<file path="src/rtl/fxp_add_rr_sched.sv">
// Round-robin arbiter feeding one shared saturating Q(INT_W.FRAC_W) adder.
// Two register stages: operand capture (_p1), then sum/saturate (_p2) driving the response port.
module fxp_add_rr_sched #(
    parameter  int NREQ   = 4,
    parameter  int INT_W  = 4,
    parameter  int FRAC_W = 5,
    localparam int W      = INT_W + FRAC_W,
    localparam int IDW    = $clog2(NREQ)
) (
    input  logic              clk,
    input  logic              rst,
    input  logic [NREQ-1:0]   req_valid,
    output logic [NREQ-1:0]   req_ready,
    input  logic [NREQ*W-1:0] req_a,
    input  logic [NREQ*W-1:0] req_b,
    output logic              rsp_valid,
    input  logic              rsp_ready,
    output logic [IDW-1:0]    rsp_id,
    output logic [W-1:0]      rsp_sum,
    output logic              rsp_ovf,
    output logic              rsp_unf
);

    function automatic logic [W+1:0] sat_add(input logic signed [W-1:0] x,
                                             input logic signed [W-1:0] y);
        logic signed [W:0] full;
        full = {x[W-1], x} + {y[W-1], y};
        // Top two bits of the W+1-bit sum disagree exactly when the result left the W-bit range.
        if (full[W:W-1] == 2'b01)
            return {1'b1, 1'b0, 1'b0, {(W-1){1'b1}}};
        else if (full[W:W-1] == 2'b10)
            return {1'b0, 1'b1, 1'b1, {(W-1){1'b0}}};
        else
            return {2'b00, full[W-1:0]};
    endfunction

    logic [IDW-1:0]        ptr;
    logic                  vld_p1;
    logic signed [W-1:0]   a_p1;
    logic signed [W-1:0]   b_p1;
    logic [IDW-1:0]        id_p1;
    logic                  vld_p2;
    logic signed [W-1:0]   sum_p2;
    logic [IDW-1:0]        id_p2;
    logic                  ovf_p2;
    logic                  unf_p2;

    logic                  adv1, adv2;
    logic                  grant_any, grant_fire;
    logic [IDW-1:0]        grant_id, cand, ptr_nxt;
    logic signed [W-1:0]   a_sel, b_sel;
    logic [W+1:0]          sat_p1;

    assign adv2 = !vld_p2 || rsp_ready;
    assign adv1 = !vld_p1 || adv2;

    always_comb begin
        grant_any = 1'b0;
        grant_id  = '0;
        cand      = '0;
        for (int k = 0; k < NREQ; k++) begin
            cand = IDW'((int'(ptr) + k) % NREQ);
            if (!grant_any && req_valid[cand]) begin
                grant_any = 1'b1;
                grant_id  = cand;
            end
        end
    end

    assign grant_fire = rst && adv1 && grant_any;
    assign ptr_nxt    = (grant_id == IDW'(NREQ - 1)) ? '0 : grant_id + 1'b1;

    always_comb begin
        a_sel     = '0;
        b_sel     = '0;
        req_ready = '0;
        for (int i = 0; i < NREQ; i++) begin
            if (grant_id == IDW'(i)) begin
                a_sel        = req_a[i*W +: W];
                b_sel        = req_b[i*W +: W];
                req_ready[i] = grant_fire;
            end
        end
    end

    assign sat_p1 = sat_add(a_p1, b_p1);

    // Stage 1: operand/ID capture on a grant handshake
    always_ff @(posedge clk) begin
        if (grant_fire) begin
            a_p1  <= a_sel;
            b_p1  <= b_sel;
            id_p1 <= grant_id;
        end
    end

    // Stage 2: saturated sum into the response registers; control and response cleared on reset
    always_ff @(posedge clk) begin
        if (!rst) begin
            ptr    <= '0;
            vld_p1 <= 1'b0;
            vld_p2 <= 1'b0;
            sum_p2 <= '0;
            id_p2  <= '0;
            ovf_p2 <= 1'b0;
            unf_p2 <= 1'b0;
        end else begin
            if (adv2) begin
                vld_p2 <= vld_p1;
                if (vld_p1) begin
                    {ovf_p2, unf_p2, sum_p2} <= sat_p1;
                    id_p2                    <= id_p1;
                end
            end
            if (adv1)
                vld_p1 <= grant_any;
            if (grant_fire)
                ptr <= ptr_nxt;
        end
    end

    assign rsp_valid = vld_p2;
    assign rsp_sum   = sum_p2;
    assign rsp_id    = id_p2;
    assign rsp_ovf   = ovf_p2;
    assign rsp_unf   = unf_p2;

endmodule

</file>
<file path="config.mk">
export PLATFORM = sky130hd
export DESIGN_NAME = fxp_add_rr_sched
export DESIGN_NICKNAME = d
export VERILOG_FILES = /design/src/rtl/fxp_add_rr_sched.sv
export SDC_FILE = /design/constraint.sdc
export NUM_CORES = 1
export LEC_CHECK = 0
export ABC_CLOCK_PERIOD_IN_PS = 8200
export CAP_MARGIN = 20
export CORE_ASPECT_RATIO = 0.6
export CORE_UTILIZATION = 47
export CTS_CLUSTER_DIAMETER = 30
export DETAILED_ROUTE_END_ITERATION = 7
export PLACE_DENSITY = 0.84
export RECOVER_POWER = 50
export SLEW_MARGIN = 40
export SYNTH_ARGS = -nofsm -noshare
export SYNTH_HDL_FRONTEND = slang
export SYNTH_SLANG_ARGS = --single-unit
</file>
<file path="constraint.sdc">
create_clock -name clk -period 8.2 [get_ports clk]
set_input_delay 2.05 -clock clk [delete_from_list [all_inputs] [get_ports clk]]
set_output_delay 2.05 -clock clk [all_outputs]
set_load 0.03 [all_outputs]
</file>
### Word-level counts from Yosys, hierarchy flattened

Cells that the tools add are included.

| cells by class | value |
|---|---|
| $add $sub $neg | 5 |
| reduce and logical (&&, ||, !) cells | 14 |
| multiplexer cells | 31 |
| magnitude comparators | 4 |
| equal/unequal tests | 5 |

Operator list:

| cell | number |
|---|---|
| 9-bit 2-to-1 mux | 8 |
| 2-bit by 3-bit < comparator with 1-bit output, second input constant | 4 |
| 1-bit 2-to-1 mux | 12 |
| 11-bit 2-to-1 mux | 1 |
| 9-bit by 9-bit adder with 10-bit output | 1 |
| 10-bit 2-to-1 mux | 1 |
| 2-bit 2-to-1 mux | 5 |
| 1-bit binary-select mux with 2-bit select | 4 |
| 2-bit equality test, second input constant | 3 |
| 1-bit logical AND | 5 |
| 1-bit zero test | 5 |
| 2-bit by 1-bit adder with 2-bit output, second input constant | 2 |
| 2-bit adder, second input constant | 2 |
| 2-bit by 1-bit equality test with 1-bit output, second input constant | 2 |
| 2-bit zero test | 1 |
| 1-bit logical OR | 2 |
| 2-bit AND reduction | 1 |

| word-level totals | value |
|---|---|
| word-level logic and storage cells | 69 |
| register bits after elaboration | 37 |

### Depth between registers and ports, before layout

Gate-level depths: netlist (run 1).

| depth | value |
|---|---|
| depth after elaboration | 17 |
| gate-level depth with buffers | 13 |
| depth with buffers taken out | 11 |

### Least setup slack after synthesis (run 1)

OpenSTA, ideal clock, no wires.

| timing | value |
|---|---|
| kind | input port to output port |
| from | in req_valid[1] |
| to | out req_ready[1] |
| buffers on the path | 2 |
| cell stages on the path | 7 |
| path slack | 2.372 ns |
| arrival time | 3.778 ns |
| required time | 6.150 ns |
| cells stage by stage | nand2b_1 > a21oi_1 > nor4_1 > ha_1 > clkbuf_1 > clkbuf_1 > and3_1 |

| between the ends | value |
|---|---|
| word-level cells in the longest chain between the ends | 14 |

Ends and longest elaborated chain:

| item | line | source |
|---|---|---|
| start: declaration | 12 | `input logic [NREQ-1:0] req_valid,` |
| 1-bit binary-select mux with 2-bit select | 63 | `if (!grant_any && req_valid[cand]) begin` |
| 1-bit 2-to-1 mux (implied by the code) | 63 |  |
| 1-bit 2-to-1 mux | 63 |  |
| 1-bit zero test | 63 |  |
| 1-bit logical AND | 63 |  |
| 1-bit 2-to-1 mux | 63 |  |
| 1-bit zero test | 63 |  |
| 1-bit logical AND | 63 |  |
| 1-bit 2-to-1 mux | 63 |  |
| 1-bit zero test | 63 |  |
| 1-bit logical AND | 63 |  |
| 2-bit 2-to-1 mux (*) | 63 |  |
| via grant_id[0] | 50 | `logic [IDW-1:0] grant_id, cand, ptr_nxt;` |
| 2-bit by 1-bit equality test with 1-bit output (*) | 78 | `if (grant_id == IDW'(i)) begin` |
| 1-bit 2-to-1 mux (*) | 78 |  |
| end: declaration | 13 | `output logic [NREQ-1:0] req_ready,` |

The timed path passes the listed nets; every way through them passes the cells marked *. The select of a mux whose other input is x is not followed.

### Final worst setup path (run 1)

| timing | value |
|---|---|
| from | in req_valid[1] |
| to | out req_ready[2] |

| between the ends | value |
|---|---|
| word-level cells in the longest chain between the ends | 14 |

Ends and longest elaborated chain:

| item | line |
|---|---|
| 1-bit binary-select mux with 2-bit select | 63 |
| 1-bit 2-to-1 mux (implied by the code) | 63 |
| 1-bit 2-to-1 mux | 63 |
| 1-bit zero test | 63 |
| 1-bit logical AND | 63 |
| 1-bit 2-to-1 mux | 63 |
| 1-bit zero test | 63 |
| 1-bit logical AND | 63 |
| 1-bit 2-to-1 mux | 63 |
| 1-bit zero test | 63 |
| 1-bit logical AND | 63 |
| 2-bit 2-to-1 mux (*) | 63 |
| via grant_id[0] | 50 |
| 2-bit equality test (*) | 78 |
| 1-bit 2-to-1 mux (*) | 78 |

Marked as above.

==> metrics, run 1 <==
status completed; Hold Crit Class reg -> reg; CP Data Required Time ~6 ns; global-route wire length before repair roughly 11000 um; Post-Syn Area 2460 um2; register area share after synthesis 38.3%; Seq cells post-synth 37; TritonCTS clock tree done; clock buffer depth 2; Pwr Density 246 nW/um2; Post-CTS Repair Setup Buffers 0; HPWL after DPL 5310 um; synthesized area per cell 7.98 um2; RR Endpoint b_p1[8]$_DFFE_PP_; critical path type in -> out; crit end category primary output; number of fill cells in the layout 366; Commonest cells post-synth 50 x a21oi_1, 44 x nand2_1, 40 x nor2_1, 33 x o21ai_0, 20 x edfxtp_1; top post-synthesis cells by area edfxtp_1 24%, dfxtp_1 14%, a21oi_1 10%, nand2_1 6.7%, o21ai_0 6.7%; Min-Delay Startpoint rsp_id[1]$_SDFFE_PN0P_; Post-CTS Hold Buffers 0; Antenna diodes 0; final net count 487; largest net degree at the start of global routing 38; final hold viol count 0; critical path arrival 4.98 ns; I/O pin count 97; ys flop type edfxtp_1; Syn Nets around 400; CTS Root Cell clkbuf_8; Distinct cells, synth 40; CTS clk-pin slew, worst paths approximately 0.070 ns; Hold Path End rsp_id[1]$_SDFFE_PN0P_; final WL 6600 um; top-area cell type share of the netlist area 24.4%; setup tns final 0 ns; Async SR Flop Fraction 0%; Resize count post-CTS 0; Max-cap violations 0; unrepaired setup endpoints after global routing no; port bufs 96; chip height 58.0 um; YS warnings 0; drt wl/cell around 14 um; grt total ovfl 0; clock latency on the worst-skew pair between 0.2 and 0.3 ns; area grow syn2layout 44.8%; drt pass-1 iters 4; Max FO, Critical Path 37; final slew viol count 0; number of global-route vias before repair about 2300; Final period util 85.7%; number of buffers created by CTS 5; post-synth top area cell edfxtp_1; multi-input logic area 1420 um2; R2R setup slack 5.29 ns; met3 wire length 597 um; routed via count around 2400; worst reg-to-reg path cell count 10; type of origin of the critical path input pin; fraction of layout cells with a size suffix above 1 3.54%; uppermost routed layer met4; Tot GR Track Use a little over a quarter; routability cong. 0.939; H-tree Lvls 2; Reg-to-Reg Start ptr[1]$_SDFFE_PN0P_; Fmax 142 MHz; LEAKAGE 1.40 nW; Die Wd between 90 and 100 um; Reg area between 900 and 1000 um2; core area 4800 um2; Synth Instances 308; setup ws final approximately 1.2 ns; worst hold stages 2; hold_ws 0.467 ns; WL met1 slightly above 3000 um; met2 wire len 2890 um; initial antenna violation count 0; final worst path period need 7.03 ns; DRT antenna net count 0; Slew @ Worst Pin 1.26 ns; Slew headroom between 15 and 20%; pre-CTS setup slack 1.29 ns; Tot Pwr 874 uW; worst clock skew 0.00636 ns; CTS Sinks 37; DRC 0; most common cell in the netlist a21oi_1; endpoints failing setup 0; initial core utilization 51.2%; EDFF count, synth 20; Die ar. roughly 5500 um2; Site Rows 19; vias per cell 5.33; peak supply drop 0.106 mV; DRT iter0 DRCs 107
==> state kept, by name (all words and copies together), names as in the netlist <==
signal / flops
id_p1: 2
ptr: 2
rsp_ovf: 1
rsp_unf: 1
b_p1: 9
a_p1: 9
rsp_valid: 1
vld_p1: 1
rsp_id: 2
rsp_sum: 9
==> layout by cell type, fill, tap and decap left out, types with 5 or more instances in the layout <==
cell / instances
clkdlybuf4s50_1: 78
a21oi_1: 50
nand2_1: 44
nor2_1: 40
o21ai_0: 33
edfxtp_1: 20
dlygate4sd3_1: 18
dfxtp_1: 17
ha_1: 12
inv_1: 9
maj3_1: 8
clkbuf_8: 6
nor2b_1: 5
==> per-stage QoR <==
stage                     cell area, um2  util [%]  instances
final                               3560      74.1        458
after global placement              3440      71.6        450
after global routing                3560      74.1        458
after floorplan                     2460         -        308
after detailed placement            3450      71.9        450
after CTS                           3560      74.2        458
==> how the worst max path moves through the flow <==
| stage | from | end | slack (ns) | depth (start not counted) |
|---|---|---|---|---|
| 6_report | req_valid[1] | req_ready[2] | 1.17 | 7 |
| 4_1_cts | req_valid[1] | req_ready[1] | 1.29 | 8 |
| 3_5_place_dp | req_valid[1] | req_ready[1] | 1.29 | 8 |
| 5_1_grt | req_valid[1] | req_ready[2] | 0.95 | 7 |
| 2_1_floorplan | req_valid[1] | req_ready[1] | 2.37 | 7 |
| 3_3_place_gp | req_valid[2] | req_ready[2] | 1.08 | 7 |
==> cell type report <==
type | instances | area share, %
multi-input cells | 243 | 39.9
repair buffers | 98 | 27.4
flip-flops and latches | 37 | 26.4
clock buffers | 8 | 3.13
well taps | 63 | 2.21
inverters | 9 | 0.949
==> power by group <==
| part | internal, mW | switching (mW) | leakage, nW |
|---|---|---|---|
| logic | 0.198 | 0.262 | 1.01 |
| registers | 0.246 | 0.0181 | 0.341 |
| clock network | 0.0868 | 0.0639 | 0.0566 |
==> metal layers <==
layer | vias up | global-route usage (%)
li1 | 1256 | -
met1 | 1079 | 37.3
met2 | 96 | 38.5
met3 | 8 | 8.79
met4 | 0 | 5.12
met5 | - | 0
==> worst max-delay path, stage by stage <==
cell,delay [ns]
dlygate4sd3_1,0.60
nor4_1,0.49
nor4_1,0.22
inv_1,0.13
ha_2,0.57
and3_1,0.25
clkdlybuf4s50_1,0.66
==> cells by family after synthesis <==
logic type | count (synthesis) | share of synthesized area (%)
buffers and inverters | 28 | 4.38
XOR/XNOR | 5 | 2.54
AO/OA/AOI/OAI | 105 | 24.2
adder cells (fa/ha/maj) | 22 | 10.7
AND/OR/NAND/NOR | 109 | 19.1
multiplexers | 2 | 0.814
flip-flops | 37 | 38.3
Power figures use the tool's default switching activity.
==> inputs of run 2 (changes only) <==
- SETUP_SLACK_MARGIN: not set -> 0.5
==> results of run 2 <==
No change in the layout: final DEF, timing and power equal those of run 1.
==> edit (flow settings as in run 2) <==
Put one more register stage on the output `rsp_ovf`, without a reset. The value now appears one clock later. The other outputs are not delayed to match.
--- a/src/rtl/fxp_add_rr_sched.sv
+++ b/src/rtl/fxp_add_rr_sched.sv
@@ -123,5 +123,7 @@
     assign rsp_sum   = sum_p2;
     assign rsp_id    = id_p2;
-    assign rsp_ovf   = ovf_p2;
+    always_ff @(posedge clk) begin
+        rsp_ovf <= ovf_p2;
+    end
     assign rsp_unf   = unf_p2;
 
Behaviour: not the same (a bounded check fails within 4 cycles, from zero or initial values and one cycle with rst low).
==> edit against run 2 <==
Cell area increased by 0.14%; routed wire length up 1.8%; first-iteration DRC count is 2.8% lower; synthesized area rose by 0.81%; sequential cell count is 1 higher; power fell by 1.2%; hold slack worse by 110 ps; worst setup slack better by 92 ps; critical endpoint is now req_ready[0]; highest routed layer unchanged.
==> edit: results (changes against run 2) <==
Syn Nets: 402 (+0.25%)
final net count: 489 (+0.41%)
CP Max Fanout: 18 (-51%)
GR Util met1: 0.350 (-0.0234)
sw frac: 0.399 (+0.00637)
min-delay src: ovf_p2
final hold slack: 355 ps (-112 ps)
LEAKAGE: 1.41 nW (+0.43%)
Synth Area in Adders: 0.106 (-0.000863)
Critical Path Max Stage Delay: 600 ps (-60 ps)
arrival time at the worst endpoint: 4890 ps (-90 ps)
drt wl/cell: 14.5 um (+0.73%)
layout cell share with drive strength beyond 1: 0.0378 (+0.00234)
Worst R2R Setup Slack: 5250 ps (-40 ps)
status: finished, final reports clean
vias per inst: 5.37 (+0.75%)
met2 GRT Util: 0.403 (+0.0184)
dpl hpwl: 5440 um (+2.5%)
VDD IR max: 0.0923 mV (-13%)
CP max stage cell: dlygate4sd3_1
first-pass GRT wire length: 10800 um (-0.19%)
Post-Syn Area per Cell: 8.02 sq um (+0.49%)
Compound-Gate Fraction of Synth Area: 0.240 (-0.00196)
GP Congestion: 0.871 (-7.2%)
mux cell area share after synthesis: 0.00808 (-0.0000658)
vias in the first global route: 2305 (+2.4%)
clock skew: 8.45 ps (+2.09 ps)
-- edit: kinds of logic after synthesis --
| family | count (synthesis) |
|---|---|
| simple gates | 109 |
| xor+xnor | 5 |
| compound gates | 105 |
| mux | 2 |
| fa+ha+maj | 22 |
| flops | 38 |
| buf+inv | 28 |
-- edit: metrics by stage --
step                       util  area, sq um
final                     0.705         3560
after global placement    0.685         3460
after global routing      0.705         3560
after floorplan               -         2480
after detailed placement  0.687         3470
after CTS                 0.706         3570
-- edit: final cells by class --
| type | count | area [sq um] |
|---|---|---|
| clock inverters | 2 | 11.3 |
| inverters | 9 | 33.8 |
| flip-flops and latches | 38 | 961 |
| repair buffers | 99 | 981 |
| well taps | 66 | 82.6 |
| clock buffers | 6 | 82.6 |
| multi-input cells | 243 | 1410 |
| fillers | 390 | 1490 |
-- edit: power groups by stage --
stage	registers, W	logic [W]	clock network (W)
6_report	0.000270	0.000459	0.000135
5_1_grt	0.000274	0.000510	0.000146
4_1_cts	0.000270	0.000464	0.000136
3_5_place_dp	0.000275	0.000462	0
3_3_place_gp	0.000272	0.000444	0
2_1_floorplan	0.000297	0.000297	0
-- edit: per-layer routing --
layer	up-vias	wire [um]
met3	16	476
met5	-	0
li1	1257	-
met4	0	141
met2	90	2980
met1	1121	3130
-- edit: worst max path at each step --
stage / slack [ps] / endpoint / cells after the start / from
2_1_floorplan: 2370 / req_ready[1] / 7 / req_valid[1]
3_3_place_gp: 1130 / req_ready[2] / 7 / req_valid[2]
3_5_place_dp: 1350 / req_ready[2] / 7 / req_valid[2]
4_1_cts: 1340 / req_ready[2] / 7 / req_valid[2]
5_1_grt: 1150 / req_ready[1] / 8 / req_valid[0]
6_report: 1260 / req_ready[0] / 8 / req_valid[0]
